===== src/rtl/uart_receiver.sv =====
// 8N1 UART receiver: two-flop synchroniser, mid-bit sampling FSM, and a
// byte register with one-cycle data_ready / frame_error strobes.
module uart_receiver #(
    parameter int SIGNAL_DURATION = 433
) (
    input  logic       clk,
    input  logic       rst_n,
    input  logic       RxD,
    output logic [7:0] RxD_data,
    output logic       data_ready,
    output logic       frame_error,
    output logic       busy
);

    localparam int HALF  = SIGNAL_DURATION / 2;
    localparam int CNT_W = $clog2(SIGNAL_DURATION + 1);
    localparam logic [CNT_W-1:0] BIT_LIMIT  = CNT_W'(SIGNAL_DURATION);
    localparam logic [CNT_W-1:0] HALF_LIMIT = CNT_W'(HALF);

    typedef enum logic [2:0] {
        S_IDLE,
        S_START,
        S_DATA,
        S_STOP,
        S_WAIT_IDLE
    } state_t;

    state_t             r_state;
    state_t             w_next_state;
    logic               r_rx_meta;
    logic               r_rx_s;
    logic [CNT_W-1:0]   r_timer;
    logic [2:0]         r_idx;
    logic [7:0]         r_shift;
    logic [7:0]         r_rx_data;
    logic               r_data_ready;
    logic               r_frame_error;

    logic               w_timer_clr;
    logic               w_timer_run;
    logic               w_shift_en;
    logic               w_idx_clr;
    logic               w_frame_good;
    logic               w_frame_bad;

    // Both flops come out of reset high so an idle line is never seen as a start bit.
    always_ff @(posedge clk or negedge rst_n) begin
        if (!rst_n) begin
            r_rx_meta <= 1'b1;
            r_rx_s    <= 1'b1;
        end else begin
            // NOTE: non-blocking so each flop captures the previous value, forming a real two-stage chain.
            r_rx_meta <= RxD;
            r_rx_s    <= r_rx_meta;
        end
    end

    always_ff @(posedge clk or negedge rst_n) begin
        if (!rst_n) begin
            r_state <= S_IDLE;
        end else begin
            r_state <= w_next_state;
        end
    end

    always_comb begin
        // NOTE: every output of this block is defaulted first so no path leaves one unassigned (no latch).
        w_next_state = r_state;
        w_timer_clr  = 1'b0;
        w_shift_en   = 1'b0;
        w_idx_clr    = 1'b0;
        w_frame_good = 1'b0;
        w_frame_bad  = 1'b0;
        w_timer_run  = 1'b0;

        case (r_state)
            S_IDLE: begin
                if (!r_rx_s) begin
                    w_next_state = S_START;
                    w_timer_clr  = 1'b1;
                end
            end
            S_START: begin
                w_timer_run = 1'b1;
                if (r_timer == HALF_LIMIT) begin
                    w_timer_clr = 1'b1;
                    if (r_rx_s) begin
                        w_next_state = S_IDLE;
                    end else begin
                        w_next_state = S_DATA;
                        w_idx_clr    = 1'b1;
                    end
                end
            end
            S_DATA: begin
                w_timer_run = 1'b1;
                if (r_timer == BIT_LIMIT) begin
                    w_timer_clr = 1'b1;
                    w_shift_en  = 1'b1;
                    if (r_idx == 3'd7) begin
                        w_next_state = S_STOP;
                    end
                end
            end
            S_STOP: begin
                w_timer_run = 1'b1;
                if (r_timer == BIT_LIMIT) begin
                    w_timer_clr = 1'b1;
                    if (r_rx_s) begin
                        w_frame_good = 1'b1;
                        w_next_state = S_IDLE;
                    end else begin
                        w_frame_bad  = 1'b1;
                        w_next_state = S_WAIT_IDLE;
                    end
                end
            end
            S_WAIT_IDLE: begin
                if (r_rx_s) begin
                    w_next_state = S_IDLE;
                end
            end
            default: begin
                w_next_state = S_IDLE;
            end
        endcase
    end

    // Timer only runs while measuring an interval; it is held at zero otherwise.
    always_ff @(posedge clk or negedge rst_n) begin
        if (!rst_n) begin
            r_timer <= '0;
        end else if (w_timer_clr || !w_timer_run) begin
            r_timer <= '0;
        end else begin
            r_timer <= r_timer + CNT_W'(1);
        end
    end

    always_ff @(posedge clk or negedge rst_n) begin
        if (!rst_n) begin
            r_idx   <= 3'd0;
            r_shift <= 8'h00;
        end else begin
            if (w_idx_clr) begin
                r_idx <= 3'd0;
            end else if (w_shift_en) begin
                r_shift[r_idx] <= r_rx_s;
                r_idx          <= r_idx + 3'd1;
            end
        end
    end

    always_ff @(posedge clk or negedge rst_n) begin
        if (!rst_n) begin
            r_rx_data     <= 8'h00;
            r_data_ready  <= 1'b0;
            r_frame_error <= 1'b0;
        end else begin
            r_data_ready  <= w_frame_good;
            r_frame_error <= w_frame_bad;
            if (w_frame_good) begin
                r_rx_data <= r_shift;
            end
        end
    end

    assign RxD_data    = r_rx_data;
    assign data_ready  = r_data_ready;
    assign frame_error = r_frame_error;
    assign busy        = (r_state != S_IDLE);

endmodule


===== config.mk =====
export PLATFORM = sky130hd
export DESIGN_NAME = uart_receiver
export DESIGN_NICKNAME = d
export VERILOG_FILES = /design/src/rtl/uart_receiver.sv
export SDC_FILE = /design/constraint.sdc
export NUM_CORES = 1
export LEC_CHECK = 0
export CAP_MARGIN = 10
export CELL_PAD_IN_SITES_DETAIL_PLACEMENT = 1
export CELL_PAD_IN_SITES_GLOBAL_PLACEMENT = 2
export CORE_ASPECT_RATIO = 0.7
export CORE_MARGIN = 1.5
export CORE_UTILIZATION = 41
export DETAILED_ROUTE_END_ITERATION = 10
export GPL_TIMING_DRIVEN = 0
export PLACE_DENSITY = 0.93
export SLEW_MARGIN = 10
export SYNTH_ARGS = -nofsm -noshare
export SYNTH_HDL_FRONTEND = slang
export SYNTH_SLANG_ARGS = --single-unit

===== constraint.sdc =====
create_clock -name clk -period 6.3 [get_ports clk]
set_input_delay 0.63 -clock clk [delete_from_list [all_inputs] [get_ports clk]]
set_output_delay 0.63 -clock clk [all_outputs]
set_load 0.02 [all_outputs]

==> summary.txt <==
Clocking
  • Worst-path clk slew: 80 ps
  • Post-CTS sizing: 0
  • Post-CTS Setup Bufs: 0
  • CTS Hold Bufs: 0
  • Later-pin clock latency in the skew report: around 300 ps
  • Clock root cell: clkbuf_8
  • CTS H-tree depth: 2
  • Max clock buf depth: 2
  • CTS tree: done
  • CTS buffer count: 5
  • CTS sink cnt: 35

Synth
  • Area share of the largest cell type after synthesis: between 50% and 60%
  • Xor and xnor area share after synthesis: 3.81%
  • Primary FF master, synth: dfrtp_1
  • Largest area contributor in the netlist: dfrtp_1
  • Post-Syn Nets: between 100 and 150
  • Post-synthesis simple-gate area fraction: around 17%
  • Adder-cell share of the synthesized area: 3.89%
  • Main combinational cell family by area after synthesis: simple AND/OR/NAND/NOR gates
  • Post-synthesis compound-gate area fraction: between 4 and 5%
  • Mapped Cells: ~130
  • Number of synthesized register bits: 35
  • Most instantiated cells after synthesis: dfrtp_1, mux2_2, nor2_1
  • Mapped Area: between 1500 and 2000 sq um
  • Post-synth ARST share: 100%
  • Most used standard cell by instance count after synthesis: dfrtp_1
  • Yosys cell types: 34
  • Sequential-to-total area share from yosys stat: between 50% and 60%
  • Post-Syn Area per Cell: between 10 and 15 sq um
  • Multiplexer share of the synthesized area: between 10% and 20%
  • Number of enable flip-flop cells after synthesis: 0
  • Synth area leaders: dfrtp_1, mux2_2, ha_1
  • Warnings, synthesis: 0

Run status
  • Status: complete, no violations

STA
  • Final worst slack: roughly 3800 ps
  • Post-route minimum period: roughly 2500 ps
  • Total negative slack: 0 ps
  • Max transition margin: a little under half
  • RSZ-0062 raised after global routing: false
  • Final Slew Violations: 0
  • Final period util: between 30% and 40%
  • Final Hold Vio Count: 0
  • Highest clock rate: between 0.4 and 0.5 GHz
  • Worst Tran Pin Value: slightly below 800 ps
  • Skew final: 7.82 ps
  • Final setup viols: 0

Drt
  • Drt via density: between 5 and 6
  • Post-DR wirelength/cell: roughly 17 um
  • DRC viols: 0
  • Vias post-DR: 1073
  • Final WL: between 3000 and 4000 um
  • Number of routed nets with antenna violations: 0
  • DRT iter0 DRCs: between 40 and 50
  • First-pass DRT Iterations: 4

Worst hold path
  • Hold path depth: 0
  • Worst min path class: flop to flop

Placement
  • Post-DP HPWL: between 2000 and 2500 um
  • Placed instance area: 1800 sq um
  • Placed insts: 196
  • IO Port Bufs: 13
  • Final Wtd Congestion: ~0.75
  • Pre-CTS setup slack: a little over 4000 ps

Worst setup path
  • Worst-path fanout max: 10
  • CP required: 5670 ps
  • Crit Path Class: flop to primary output
  • Worst setup SP type: flop
  • CP Capture Type: primary output
  • Worst Reg-to-Reg Cells: 6
  • Crit path arrival time: 1840 ps

Cells and area
  • Final core utilization: 52.3%
  • Area occupied by multi-input gates: 679 sq um
  • Antenna fix cells: 0
  • Share of cells above drive strength 1: roughly 23%
  • Finished Layout Cells: roughly 200
  • Area added between synthesis and finish: 18.7%
  • Register area: approximately 880 sq um
  • Design area: roughly 1900 sq um
  • Fillers: ~390
  • Final nets: between 150 and 200

Floorplan
  • Die Span Y: 55.4 um
  • Initial Util: around 44%
  • Core footprint: between 3000 and 4000 sq um
  • Ports: 14
  • Rows: 18
  • Die area: around 4300 sq um
  • Die X-Extent: a little under 80 um

Global route
  • Initial antenna violation count: 0
  • GR Overflow Total: 0
  • First-pass GRT wire length: between 5000 and 6000 um
  • Pin count of the biggest net entering global routing: 36
  • Total track usage: ~17%
  • Vias in the first global route: 1129

Power
  • Leak Pwr: between 0.8 and 0.9 nW
  • Peak VDD IR: approximately 130 uV
  • Power Density: between 200 and 250 nW/um^2

Job
  • Max Cap Viol: 0
-- cells by family after synthesis --
kind of cell,Yosys count
AO/OA/AOI/OAI,9
XOR/XNOR,7
adder cells (fa/ha/maj),5
buffers and inverters,11
flip-flops,35
multiplexers,18
AND/OR/NAND/NOR,48
-- cell usage in the layout, fill, tap and decap left out, types with 3 or more instances in the layout --
cell type	count
nor3_1	6
buf_2	3
clkdlybuf4s50_1	12
mux2_2	18
nand4b_1	4
xnor2_1	5
nand2_1	3
inv_1	4
clkbuf_1	4
ha_1	5
dfrtp_1	33
nand3_1	4
nor2_1	14
or3_1	3
clkbuf_8	5
-- final cells by class --
| cell class | instances | area share (%) |
|---|---|---|
| Clock buffer | 5 | 3.60 |
| Tap cell | 50 | 3.28 |
| Buffer | 7 | 1.90 |
| Sequential cell | 35 | 46.0 |
| Inverter | 4 | 0.786 |
| Clock inverter | 3 | 2.29 |
| Timing Repair Buffer | 13 | 6.55 |
| Multi-Input combinational cell | 87 | 35.6 |
-- flip-flops by register name, indices dropped and copies added (netlist names) --
signal / cells
RxD_data: 8
data_ready: 1
frame_error: 1
r_idx: 3
r_rx_meta: 1
r_rx_s: 1
r_shift: 8
r_state: 3
r_timer: 9
-- worst max-delay path, stage by stage (launching register included) --
cell	delay [ps]
dfrtp_1	400
clkbuf_1	230
or3_1	360
clkdlybuf4s50_1	550
-- power breakdown --
part / internal (mW) / switching [mW] / total, mW
logic: 0.00147 / 0.00602 / 0.00749
clock network: 0.118 / 0.0882 / 0.206
registers: 0.226 / 0.000378 / 0.226
total: 0.345 / 0.0946 / 0.440
-- layer usage --
metal	global-route usage [%]	wire, um
met5	0	0
met4	9.61	66
met2	26.0	1590
met1	22.4	1630
met3	4.30	94
-- metrics by stage --
stage | hold WS (ps) | power, mW
after floorplan | 334 | 0.232
after global placement | 347 | 0.238
after detailed placement | 354 | 0.238
after CTS | 366 | 0.444
after global routing | 372 | 0.455
final | 365 | 0.440
-- worst paths after layout --
| kind | startpoint | endpoint | slack (ps) |
|---|---|---|---|
| worst max-delay path | r_state[0] | busy | 3830 |
| worst max register to register | r_timer[0] | r_state[0] | 4100 |
| worst min-delay path | r_rx_meta | r_rx_s | 370 |
| worst min register to register | r_rx_meta | r_rx_s | 370 |
| max in group asynchronous | rst_n | r_state[1] | 5380 |
| min in group asynchronous | rst_n | r_timer[2] | 410 |
(Power assumes the default switching activity.)
